<file path="config.mk">
export PLATFORM = sky130hd
export DESIGN_NAME = cpa_pipe_flat
export DESIGN_NICKNAME = d
export VERILOG_FILES = /design/src/rtl/cpa_pkg.sv /design/src/rtl/cpa_pipe_if.sv /design/src/rtl/cpa_chunk.sv /design/src/rtl/cpa_pipe.sv /design/src/flat_wrapper.sv
export SDC_FILE = /design/constraint.sdc
export NUM_CORES = 1
export LEC_CHECK = 0
export ABC_CLOCK_PERIOD_IN_PS = 4300
export CORE_MARGIN = 10
export CORE_UTILIZATION = 40
export DETAILED_ROUTE_END_ITERATION = 8
export SKIP_LAST_GASP = 1
export SYNTH_ARGS = -nofsm -noshare
export SYNTH_HDL_FRONTEND = slang
export SYNTH_SLANG_ARGS = --single-unit
</file>
<file path="constraint.sdc">
create_clock -name clk -period 4.3 [get_ports clk]
set_clock_uncertainty 0.05 [all_clocks]
set_input_delay 0.43 -clock clk [delete_from_list [all_inputs] [get_ports clk]]
set_output_delay 0.43 -clock clk [all_outputs]
set_load 0.1 [all_outputs]
</file>
<file path="src/rtl/cpa_pkg.sv">
// Shared configuration for the carry-propagate adder pipeline that follows the CSA stage.
package cpa_pkg;

  localparam int DEF_WIDTH  = 32;
  localparam int DEF_STAGES = 4;
  localparam int DEF_CHUNK  = DEF_WIDTH / DEF_STAGES;

  typedef logic [DEF_STAGES-1:0] stage_valid_t;

endpackage

</file>
<file path="src/rtl/cpa_pipe_if.sv">
// Valid/ready handshake bundle between the CSA stage, the CPA pipeline and its consumer.
// The cout signal exists only when CPA_COUT_EN is defined.
interface cpa_pipe_if
  import cpa_pkg::*;
#(
  parameter int WIDTH = DEF_WIDTH
);

  logic             in_valid;
  logic             in_ready;
  logic [WIDTH-1:0] s_in;
  logic [WIDTH-1:0] c_in;
  logic             out_valid;
  logic             out_ready;
  logic [WIDTH-1:0] result;
`ifdef CPA_COUT_EN
  logic             cout;
`endif

  modport master (
    output in_valid,
    output s_in,
    output c_in,
    output out_ready,
    input  in_ready,
    input  out_valid,
    input  result
`ifdef CPA_COUT_EN
    , input cout
`endif
  );

  modport slave (
    input  in_valid,
    input  s_in,
    input  c_in,
    input  out_ready,
    output in_ready,
    output out_valid,
    output result
`ifdef CPA_COUT_EN
    , output cout
`endif
  );

endinterface

</file>
<file path="src/rtl/cpa_chunk.sv">
// Combinational CHUNK-bit adder slice with carry in and carry out.
module cpa_chunk
  import cpa_pkg::*;
#(
  parameter int CHUNK = DEF_CHUNK
) (
  input  logic [CHUNK-1:0] a,
  input  logic [CHUNK-1:0] b,
  input  logic             cin,
  output logic [CHUNK-1:0] sum,
  output logic             cout
);

  assign {cout, sum} = {1'b0, a} + {1'b0, b} + {{CHUNK{1'b0}}, cin};

endmodule

</file>
<file path="src/rtl/cpa_pipe.sv">
// Pipelined carry-propagate adder: resolves a CSA sum/carry pair CHUNK bits per stage.
// Optional feature macro CPA_COUT_EN adds a registered carry out aligned with result.
module cpa_pipe
  import cpa_pkg::*;
#(
  parameter int WIDTH  = DEF_WIDTH,
  parameter int STAGES = DEF_STAGES
) (
  input logic       clk,
  input logic       rst,
  cpa_pipe_if.slave bus
);

  localparam int CHUNK = WIDTH / STAGES;

  logic [STAGES-1:0] valid_r;
  logic              advance_s;

  // One global advance: the whole pipe moves or the whole pipe holds.
  assign advance_s     = ~valid_r[STAGES-1] | bus.out_ready;
  assign bus.in_ready  = advance_s;
  assign bus.out_valid = valid_r[STAGES-1];

  // Stage valid bits shift together; bubbles travel with the data.
  always_ff @(posedge clk) begin
    if (rst) begin
      valid_r <= '0;
    end else if (advance_s) begin
      valid_r <= {valid_r[STAGES-2:0], bus.in_valid};
    end else begin
      valid_r <= valid_r;
    end
  end

  for (genvar k = 0; k < STAGES; k++) begin : g_stage
    localparam int LO = (k + 1) * CHUNK;
    localparam int HI = WIDTH - k * CHUNK;

    logic [HI-1:0]    hs_in_s;
    logic [HI-1:0]    hc_in_s;
    logic             cin_s;
    logic [CHUNK-1:0] sum_s;
    logic             cout_s;
    logic [LO-1:0]    lo_next_s;
    logic [LO-1:0]    lo_r;

    // hs/hc hold the still-unresolved upper bits; the low chunk feeds this stage's adder.
    if (k == 0) begin : g_src
      assign hs_in_s   = bus.s_in;
      assign hc_in_s   = bus.c_in;
      assign cin_s     = 1'b0;
      assign lo_next_s = sum_s;
    end else begin : g_src
      assign hs_in_s   = g_stage[k-1].g_fwd.hs_r;
      assign hc_in_s   = g_stage[k-1].g_fwd.hc_r;
      assign cin_s     = g_stage[k-1].g_fwd.cy_r;
      assign lo_next_s = {sum_s, g_stage[k-1].lo_r};
    end

    cpa_chunk #(
      .CHUNK(CHUNK)
    ) u_chunk (
      .a    (hs_in_s[CHUNK-1:0]),
      .b    (hc_in_s[CHUNK-1:0]),
      .cin  (cin_s),
      .sum  (sum_s),
      .cout (cout_s)
    );

    // Resolved low chunks ride along so the full word emerges in one cycle.
    always_ff @(posedge clk) begin
      if (rst) begin
        lo_r <= '0;
      end else if (advance_s) begin
        lo_r <= lo_next_s;
      end else begin
        lo_r <= lo_r;
      end
    end

    if (k < STAGES - 1) begin : g_fwd
      logic [WIDTH-LO-1:0] hs_r;
      logic [WIDTH-LO-1:0] hc_r;
      logic                cy_r;

      // Skew registers: unprocessed operand chunks plus the inter-stage carry.
      always_ff @(posedge clk) begin
        if (rst) begin
          hs_r <= '0;
          hc_r <= '0;
          cy_r <= 1'b0;
        end else if (advance_s) begin
          hs_r <= hs_in_s[HI-1:CHUNK];
          hc_r <= hc_in_s[HI-1:CHUNK];
          cy_r <= cout_s;
        end else begin
          hs_r <= hs_r;
          hc_r <= hc_r;
          cy_r <= cy_r;
        end
      end
    end else begin : g_top
`ifdef CPA_COUT_EN
      logic cout_r;

      // Carry out of the top chunk, registered alongside the final result.
      always_ff @(posedge clk) begin
        if (rst) begin
          cout_r <= 1'b0;
        end else if (advance_s) begin
          cout_r <= cout_s;
        end else begin
          cout_r <= cout_r;
        end
      end

      assign bus.cout = cout_r;
`else
      logic unused_top_carry_s;
      assign unused_top_carry_s = cout_s;
`endif
    end
  end

  assign bus.result = g_stage[STAGES-1].lo_r;

endmodule

</file>
<file path="src/flat_wrapper.sv">
// flat-port wrapper written by rule: the top's interface ports become plain ports
module cpa_pipe_flat import cpa_pkg::*;
#(
  parameter int WIDTH  = DEF_WIDTH,
  parameter int STAGES = DEF_STAGES
)
  (clk, rst, bus_in_valid, bus_s_in, bus_c_in, bus_out_ready, bus_in_ready, bus_out_valid, bus_result);
  cpa_pipe_if #(.WIDTH(WIDTH)) bus_i ();
  input logic clk;
  input logic rst;
  input wire logic [$bits(bus_i.in_valid)-1:0] bus_in_valid;
  input wire logic [$bits(bus_i.s_in)-1:0] bus_s_in;
  input wire logic [$bits(bus_i.c_in)-1:0] bus_c_in;
  input wire logic [$bits(bus_i.out_ready)-1:0] bus_out_ready;
  output wire logic [$bits(bus_i.in_ready)-1:0] bus_in_ready;
  output wire logic [$bits(bus_i.out_valid)-1:0] bus_out_valid;
  output wire logic [$bits(bus_i.result)-1:0] bus_result;
  assign bus_i.in_valid = bus_in_valid;
  assign bus_i.s_in = bus_s_in;
  assign bus_i.c_in = bus_c_in;
  assign bus_i.out_ready = bus_out_ready;
  assign bus_in_ready = bus_i.in_ready;
  assign bus_out_valid = bus_i.out_valid;
  assign bus_result = bus_i.result;
  cpa_pipe #(.WIDTH(WIDTH), .STAGES(STAGES)) u_core (.clk(clk), .rst(rst), .bus(bus_i));
endmodule
</file>
### Yosys cells after proc, flatten, opt, wreduce, memory -nomap -nowiden

Cells that the tools add are included.

* latch bits: 0
* bits in registers: 183
* ROM bits: 0
* bits in writable memories: 0
* memories kept: 0

* divide/modulo/power cells: 0
* multipliers: 0
* add/subtract/negate cells: 7
* order comparisons: 0
* shifts and indexed selects: 0
* muxes and demuxes: 0
* reductions and logical operators: 0
* bitwise operators: 2
* eq/ne operators: 0

Operator list (count)
* $add 8x8->9: 3
* $add 9x1->9: 2
* $add 8x1->8: 1
* $add 8x8->8: 1
* $not 1->1: 1
* $or 1x1->1: 1

### Depth between registers and ports, before layout

Gate-level depths: netlist of run 1.

* depth in word-level cells: 2
* gate-level depth with buffers: 7

### Modules after synthesis

A second synthesis of run 1 with hierarchy kept.

* cell total of the unflattened synthesis: 865
* area, all modules: 8818.5 sq um

Modules (own cells, without submodules)
* cpa_pipe: area an instance 7492.2 sq um, sequential area each 3663.5 sq um, cells an instance 703, times used 1
* cpa_chunk at u_core.g_stage[0].u_chunk ...: area an instance 331.6 sq um, sequential area each 0.0 sq um, cells an instance 40, times used 3
* cpa_chunk at u_core.g_stage[2].u_chunk: area an instance 331.6 sq um, sequential area each 0.0 sq um, cells an instance 42, times used 1

### Worst setup path after synthesis of run 1

OpenSTA, ideal clock, no wires.

* path type: reg-to-output
* start: register u_core.valid_r[3]
* end: output port bus_in_ready
* setup slack: 2017 ps
* required time: 3820 ps
* stages on the path, launching flop included: 6
* data arrival time: 1803 ps
* cell sequence: dfxtp_1 -> nor2b_1 -> buf_2 -> inv_2 -> buf_2 -> buf_2

* longest elaborated chain between the ends: 2

RTL lines
* start, declared: line cpa_pipe.sv:16 `logic [STAGES-1:0] valid_r;`
* start signal, assigned: line cpa_pipe.sv:29 `valid_r <= {valid_r[STAGES-2:0], bus.in_valid};`
* start signal, assigned: line cpa_pipe.sv:31 `valid_r <= valid_r;`
* $not 1->1: line cpa_pipe.sv:20 `assign advance_s = ~valid_r[STAGES-1] | bus.out_ready;`
* $or 1x1->1: line cpa_pipe.sv:20
* end, declared: line flat_wrapper.sv:15 `output wire logic [$bits(bus_i.in_ready)-1:0] bus_in_ready;`

Every way passes these cells.

### Final worst setup path of run 1

* start: register u_core.g_stage[3].lo_r[20] (netlist: u_core.bus.result[20])
* end: output port bus_result[20]

RTL lines
* start, declared: line cpa_pipe.sv:45 `logic [LO-1:0] lo_r;`
* start signal, assigned: line cpa_pipe.sv:75 `lo_r <= lo_next_s;`
* start signal, assigned: line cpa_pipe.sv:77 `lo_r <= lo_r;`
* end, declared: line flat_wrapper.sv:17 `output wire logic [$bits(bus_i.result)-1:0] bus_result;`

No word-level cell between the ends.

==> results of run 1 <==
-- layer usage --
layer  wire (um)  track usage
met5           0            0
met4         167       0.0569
met3         873       0.0335
met2        7340        0.197
met1        9100        0.199
-- cells in the final DEF, fill, tap and decap left out, drive strengths merged, types with 4 or more instances in the layout --
master	count
a211o	9
a211oi	16
a21o	9
a21oi	166
a31oi	6
buf	6
clkbuf	20
clkdlybuf4s50	99
dfxtp	183
fa	7
ha	28
inv	12
nand2	315
nand3	12
nand3b	4
nand4b	4
nor2	20
nor2b	5
nor3	14
nor4b	6
o211ai	4
o21a	9
o21ai	9
or2	4
or3	6
-- worst min path at each step --
stage                                                          to                                     startpoint  depth (start not counted)
finish               u_core.g_stage[0].g_fwd.hc_r[8]$_SDFFE_PP0P_   u_core.g_stage[0].g_fwd.hc_r[8]$_SDFFE_PP0P_                          2
CTS                  u_core.g_stage[0].g_fwd.hc_r[8]$_SDFFE_PP0P_   u_core.g_stage[0].g_fwd.hc_r[8]$_SDFFE_PP0P_                          2
global placement    u_core.g_stage[1].g_fwd.hs_r[15]$_SDFFE_PP0P_  u_core.g_stage[1].g_fwd.hs_r[15]$_SDFFE_PP0P_                          2
floorplan                      u_core.bus.result[20]$_SDFFE_PP0P_        u_core.g_stage[2].lo_r[20]$_SDFFE_PP0P_                          2
global route        u_core.g_stage[0].g_fwd.hs_r[12]$_SDFFE_PP0P_  u_core.g_stage[0].g_fwd.hs_r[12]$_SDFFE_PP0P_                          2
detailed placement   u_core.g_stage[0].g_fwd.hc_r[8]$_SDFFE_PP0P_   u_core.g_stage[0].g_fwd.hc_r[8]$_SDFFE_PP0P_                          2
-- flip-flops by register name (all words and copies together) (netlist names) --
register	count
u_core.bus.result	32
u_core.valid_r	4
u_core.g_stage.g_fwd.hs_r	48
u_core.g_stage.g_fwd.cy_r	3
u_core.g_stage.g_fwd.hc_r	48
u_core.g_stage.lo_r	48
-- cells by family after synthesis --
family / after synthesis / share of synthesized area
AO/OA/AOI/OAI: 250 / 0.198
XOR/XNOR: 3 / 0.00342
adder cells (fa/ha/maj): 35 / 0.0638
buffers and inverters: 75 / 0.0435
flip-flops: 183 / 0.477
AND/OR/NAND/NOR: 397 / 0.214
-- power groups by stage --
stage	logic, mW	registers, mW	clock network, mW
after floorplan	0.227	1.94	0
after global placement	0.438	1.88	0
after detailed placement	0.439	1.88	0
after CTS	0.442	1.84	1.57
after global routing	0.485	1.85	1.66
final	0.439	1.84	1.53
-- synth_stat cells (8+ instances only) --
master      n  area [sq um]
clkbuf_1   23          86.3
a21oi_1   166           831
nand3_1    12          60.1
nor3_1     14          70.1
nand2_1   315          1180
inv_1       9          33.8
dfxtp_1   183          3660
ha_1       28           350
nor2_1     20          75.1
buf_2      42           210
a211o_1     8          70.1
a211oi_1   16           120
-- area by class of cell --
| type | instances | area, sq um |
|---|---|---|
| clock inverter | 10 | 123 |
| clock buffer | 20 | 457 |
| multi-input combinational | 685 | 3690 |
| timing repair buffer | 105 | 1050 |
| sequential | 183 | 3660 |
| fill | 1869 | 9470 |
| inverter | 10 | 42.5 |
| tap | 260 | 325 |
==> metrics, run 1 <==
Mapped Area 0.00768 sq mm; relative slew slack 0.290; synth warn 0; die height 159 um; crit path max fanout 2; hold slack 0.399 ns; Worst Setup EP bus_result[20]; port bufs 101; initial antenna violation count 0; Mean Syn Cell Area 8.15 sq um; CTS tree yes; Hold Fails Final Rpt 0; cts bufs inserted 17; measured slew at the worst slew-check pin 1.06 ns; unique cell type count in the Yosys netlist 46; number of antenna diodes 0; placed cells 1243; Power Dens Cells 407 mW/mm^2; total core area 0.0188 sq mm; Reg power frac 0.482; RR Startpoint u_core.g_stage[0].g_fwd.cy_r$_SDFFE_PP0P_; Clock power frac 0.403; CP top delay family buffers and inverters; Syn-to-layout area delta 21.8%; crit path cell chain clkdlybuf4s50_1; post-DR wirelength/cell 13.7 um; chip width 159 um; vias in the first global route 5856; Worst EP required 3.82 ns; DR vias 6204; final layout net count 1105; data arrival time of the critical path 1.97 ns; GRT overflow 0; initial drt markers 413; clk_lat worst skew 0.43 ns; Net Sw Frac 0.251; Bufs and invs on worst path 1; first-pass GRT wire length 28.8 mm; Post-synth EDFFs 0; slowest cell on the critical path clkdlybuf4s50_1; Setup CP Type reg -> out; syn nets 1046; Final Setup Violations 0; HPWL Detailed 11.0 mm; via/cell ratio 4.87; Post-CTS Resized 0; post-synthesis sequential area ratio 0.477; combinational fraction of design power 0.115; setup total negative slack 0 ns; cell depth of the worst setup path 1; max-slew violations 0; ys flop type dfxtp_1; power after layout 3.81 mW; Hold Path Class reg -> reg; Critical Path Start u_core.bus.result[20]$_SDFFE_PP0P_; DRC 0; Cells after Synth 943; initial cell density of the core 0.408; cts hold-fix bufs 0; Int Pwr 2.86 mW; non-filler cells, final 1273; Leak 3.65 nW; die area 0.0252 sq mm; GP Congestion 0.762; I/O pins 102; Max VDD drop 0.284 mV; DRT Pass-1 Iters 5; period utilisation layout 0.570; Post-Route WL 17.5 mm; post-route ant nets 0; register-to-register setup slack 2.01 ns; CTS Root Cell clkbuf_16; Fmax 408 MHz; maximum clock path buffer count 2; Final Worst Setup Slack 1.85 ns; clock-pin slew on the worst setup and hold paths 0.07 ns; flops & latches, synth 183; share of cells above drive strength 1 0.0503; RSZ-0062 raised after global routing no; fin area 0.00936 sq mm; ys async rst share 0; crit-path max cell delay 1.16 ns; cell count of the worst reg-to-reg path 6; crit path time final 2.45 ns; max cap viols 0; largest net degree at the start of global routing 206; post-CTS setup buffer count 0; FP Rows 50; DP Worst Slack 1.73 ns; total track usage 0.140; RR Endpoint u_core.g_stage[1].lo_r[14]$_SDFFE_PP0P_; Setup crit end kind primary output; fin util 0.497; clock sink total 183; H-tree levels 4; status finished clean; Startpoint Class register; placement-stage cell area 0.00878 sq mm; Sw Pwr 956 uW
(Power assumes the default switching activity.)
==> run 2: changes to the inputs <==
--- a/config.mk
+++ b/config.mk
@@ -5,7 +5,7 @@
 export SDC_FILE = /design/constraint.sdc
 export NUM_CORES = 1
 export LEC_CHECK = 0
-export ABC_CLOCK_PERIOD_IN_PS = 4300
+export ABC_CLOCK_PERIOD_IN_PS = 2340
 export CORE_MARGIN = 10
 export CORE_UTILIZATION = 40
 export DETAILED_ROUTE_END_ITERATION = 8
==> constraint.sdc (replaced) <==
create_clock -name clk -period 2.34 [get_ports clk]
set_clock_uncertainty 0.05 [all_clocks]
set_input_delay 0.234 -clock clk [delete_from_list [all_inputs] [get_ports clk]]
set_output_delay 0.234 -clock clk [all_outputs]
set_load 0.1 [all_outputs]
==> metrics, run 2 (synthesis gave the netlist of run 1 again) <==
number of antenna diodes 0 (unchanged); Power Dens Cells 747 mW/mm^2 (was 407 mW/mm^2); GRT met3 Usage 0.0351 (was 0.0335); total track usage 0.138 (was 0.140); Largest regs u_core.g_stage.g_fwd.hc_r x48, u_core.g_stage.g_fwd.hs_r x48, u_core.g_stage.lo_r x48 (unchanged); Post-Route WL 17.5 mm (about the same); Fmax 447 MHz; FP Rows 50 (unchanged); initial antenna violation count 0 (unchanged); Clock power frac 0.408 (was 0.403); die height 159 um (unchanged); GRT overflow 0 (unchanged); period utilisation layout 0.956; Final Setup Violations 0 (unchanged); CTS Root Cell clkbuf_16 (unchanged); CTS tree yes (unchanged); via/cell ratio 4.95 (was 4.87); max cap viols 0 (unchanged); Int Pwr 5.23 mW (was 2.86 mW); CP top delay family adder cells (was buffers and inverters); first-pass GRT wire length 28.7 mm (was 28.8 mm); Setup CP Type reg -> reg (was reg -> out); crit path time final 2.24 ns; clock-pin slew on the worst setup and hold paths 0.07 ns (about the same); Top Usage Layer GRT met2 (was met1); Net Sw Frac 0.261 (was 0.251); cts bufs inserted 17 (unchanged); Bufs and invs on worst path 0 (was 1); combinational fraction of design power 0.115 (about the same); Syn-to-layout area delta 23.3% (was 21.8%); Hold Path Class in -> reg (was reg -> reg); Hold Fails Final Rpt 0 (unchanged); clock sink total 183 (unchanged); relative slew slack 0.538 (was 0.290); total core area 0.0188 sq mm (unchanged); crit path cell chain fa_1 -> fa_2 -> a211oi_1 -> nor2_1 -> o221a_2 -> a211o_1 (was clkdlybuf4s50_1); clk_lat worst skew 0.43 ns (about the same); crit path max fanout 3 (was 2); DRT Pass-1 Iters 4 (was 5); most common cell after layout, fill and taps aside nand2_1 (unchanged); initial drt markers 286 (was 413); data arrival time of the critical path 2.51 ns (was 1.97 ns); Leak 3.82 nW (was 3.65 nW); DR vias 6380 (was 6204); Startpoint Class register (unchanged); port bufs 101 (unchanged); share of cells above drive strength 1 0.0990 (was 0.0503); Max VDD drop 0.501 mV (was 0.284 mV); H-tree levels 4 (unchanged); setup total negative slack 0 ns (unchanged); crit-path max cell delay 0.49 ns (was 1.16 ns); Sw Pwr 1.85 mW (was 956 uW); slowest cell on the critical path fa_1 (was clkdlybuf4s50_1); met1 Resource Use GR 0.192 (was 0.199); Layout fillers 1897 (was 1869); power after layout 7.08 mW (was 3.81 mW); HPWL Detailed 11.9 mm (was 11.0 mm); Setup crit end kind register (was primary output); measured slew at the worst slew-check pin 0.693 ns (was 1.06 ns); maximum clock path buffer count 2 (unchanged); most frequent cells in the layout nand2_1, dfxtp_1, a21oi_1 (unchanged); I/O pins 102 (unchanged); initial cell density of the core 0.408 (unchanged); Reg power frac 0.477 (was 0.482); post-DR wirelength/cell 13.6 um (was 13.7 um); largest net degree at the start of global routing 66 (was 206); GP Congestion 0.826 (was 0.762); final layout net count 1120 (was 1105); post-route ant nets 0 (unchanged); chip width 159 um (unchanged); RSZ-0062 raised after global routing no (unchanged); vias in the first global route 5911 (was 5856); Worst EP required 2.61 ns (was 3.82 ns); status finished clean (unchanged); met2 GRT Util 0.202 (was 0.197); max-slew violations 0 (unchanged); die area 0.0252 sq mm (unchanged); DRC 0 (unchanged)
==> run 2: cell types whose count changed in the layout (fill, tap and decap cells not counted), moves of 2 or more <==
cell | previous run | this run
inv_8 | 0 | 2
clkdlybuf4s50_1 | 99 | 66
clkbuf_8 | 2 | 0
buf_12 | 1 | 7
buf_4 | 4 | 46
inv_6 | 3 | 6
==> run 2: layer usage <==
metal / part of all wire / vias to the layer above
li1: - / 3363
met1: 0.51 / 2908
met2: 0.43 / 92
met3: 0.054 / 17
met4: 0.012 / 0
met5: 0 / -
==> run 2: area by class of cell <==
cell class                 count  area, sq um  share of cell area
inverter                      10         42.5             0.00449
sequential                   183         3660               0.386
tap                          260          325              0.0343
clock buffer                  18          429              0.0453
timing repair buffer         120         1160               0.122
multi-input combinational    685         3700               0.390
clock inverter                14          164              0.0173
==> run 2: power groups by stage <==
stage / clock [mW] / combinational (mW) / sequential (mW)
2_1_floorplan: 0 / 0.417 / 3.57
3_3_place_gp: 0 / 0.811 / 3.45
3_5_place_dp: 0 / 0.816 / 3.45
4_1_cts: 2.97 / 0.821 / 3.38
5_1_grt: 3.07 / 0.900 / 3.40
6_report: 2.89 / 0.814 / 3.38
==> run 2: through the flow <==
stage                     cell area [sq um]  cells   util  hold WS (ns)  worst slack, ns
after detailed placement               8880   1258  0.472         0.393           0.0232
after global routing                   9480   1290  0.503        0.0571          0.00362
after global placement                 8880   1258  0.472         0.390           0.0409
final                                  9480   1290  0.503        0.0625            0.102
after floorplan                        7680    943      -         0.324            0.121
after CTS                              9480   1290  0.503        0.0439           0.0581
==> run 2: path summary, 6_finish.rpt <==
kind / startpoint / endpoint / slack [ns] / cells after the start
max: u_core.g_stage[0].g_fwd.cy_r$_SDFFE_PP0P_ / u_core.g_stage[1].lo_r[14]$_SDFFE_PP0P_ / 0.10 / 6
min: rst / u_core.valid_r[1]$_SDFFE_PP0P_ / 0.06 / 2
max reg2reg: u_core.g_stage[0].g_fwd.cy_r$_SDFFE_PP0P_ / u_core.g_stage[1].lo_r[14]$_SDFFE_PP0P_ / 0.10 / 6
min reg2reg: u_core.bus.result[0]$_SDFFE_PP0P_ / u_core.bus.result[0]$_SDFFE_PP0P_ / 0.40 / 2
==> run 2: timing repair <==
item / in CTS / in global routing
hold buffers: 0 / 0
setup buffers: 0 / 0
setup endpoints to repair: 0 / 1
gates resized for setup: 0 / 1
endpoints found under the hold margin: 0 / 0
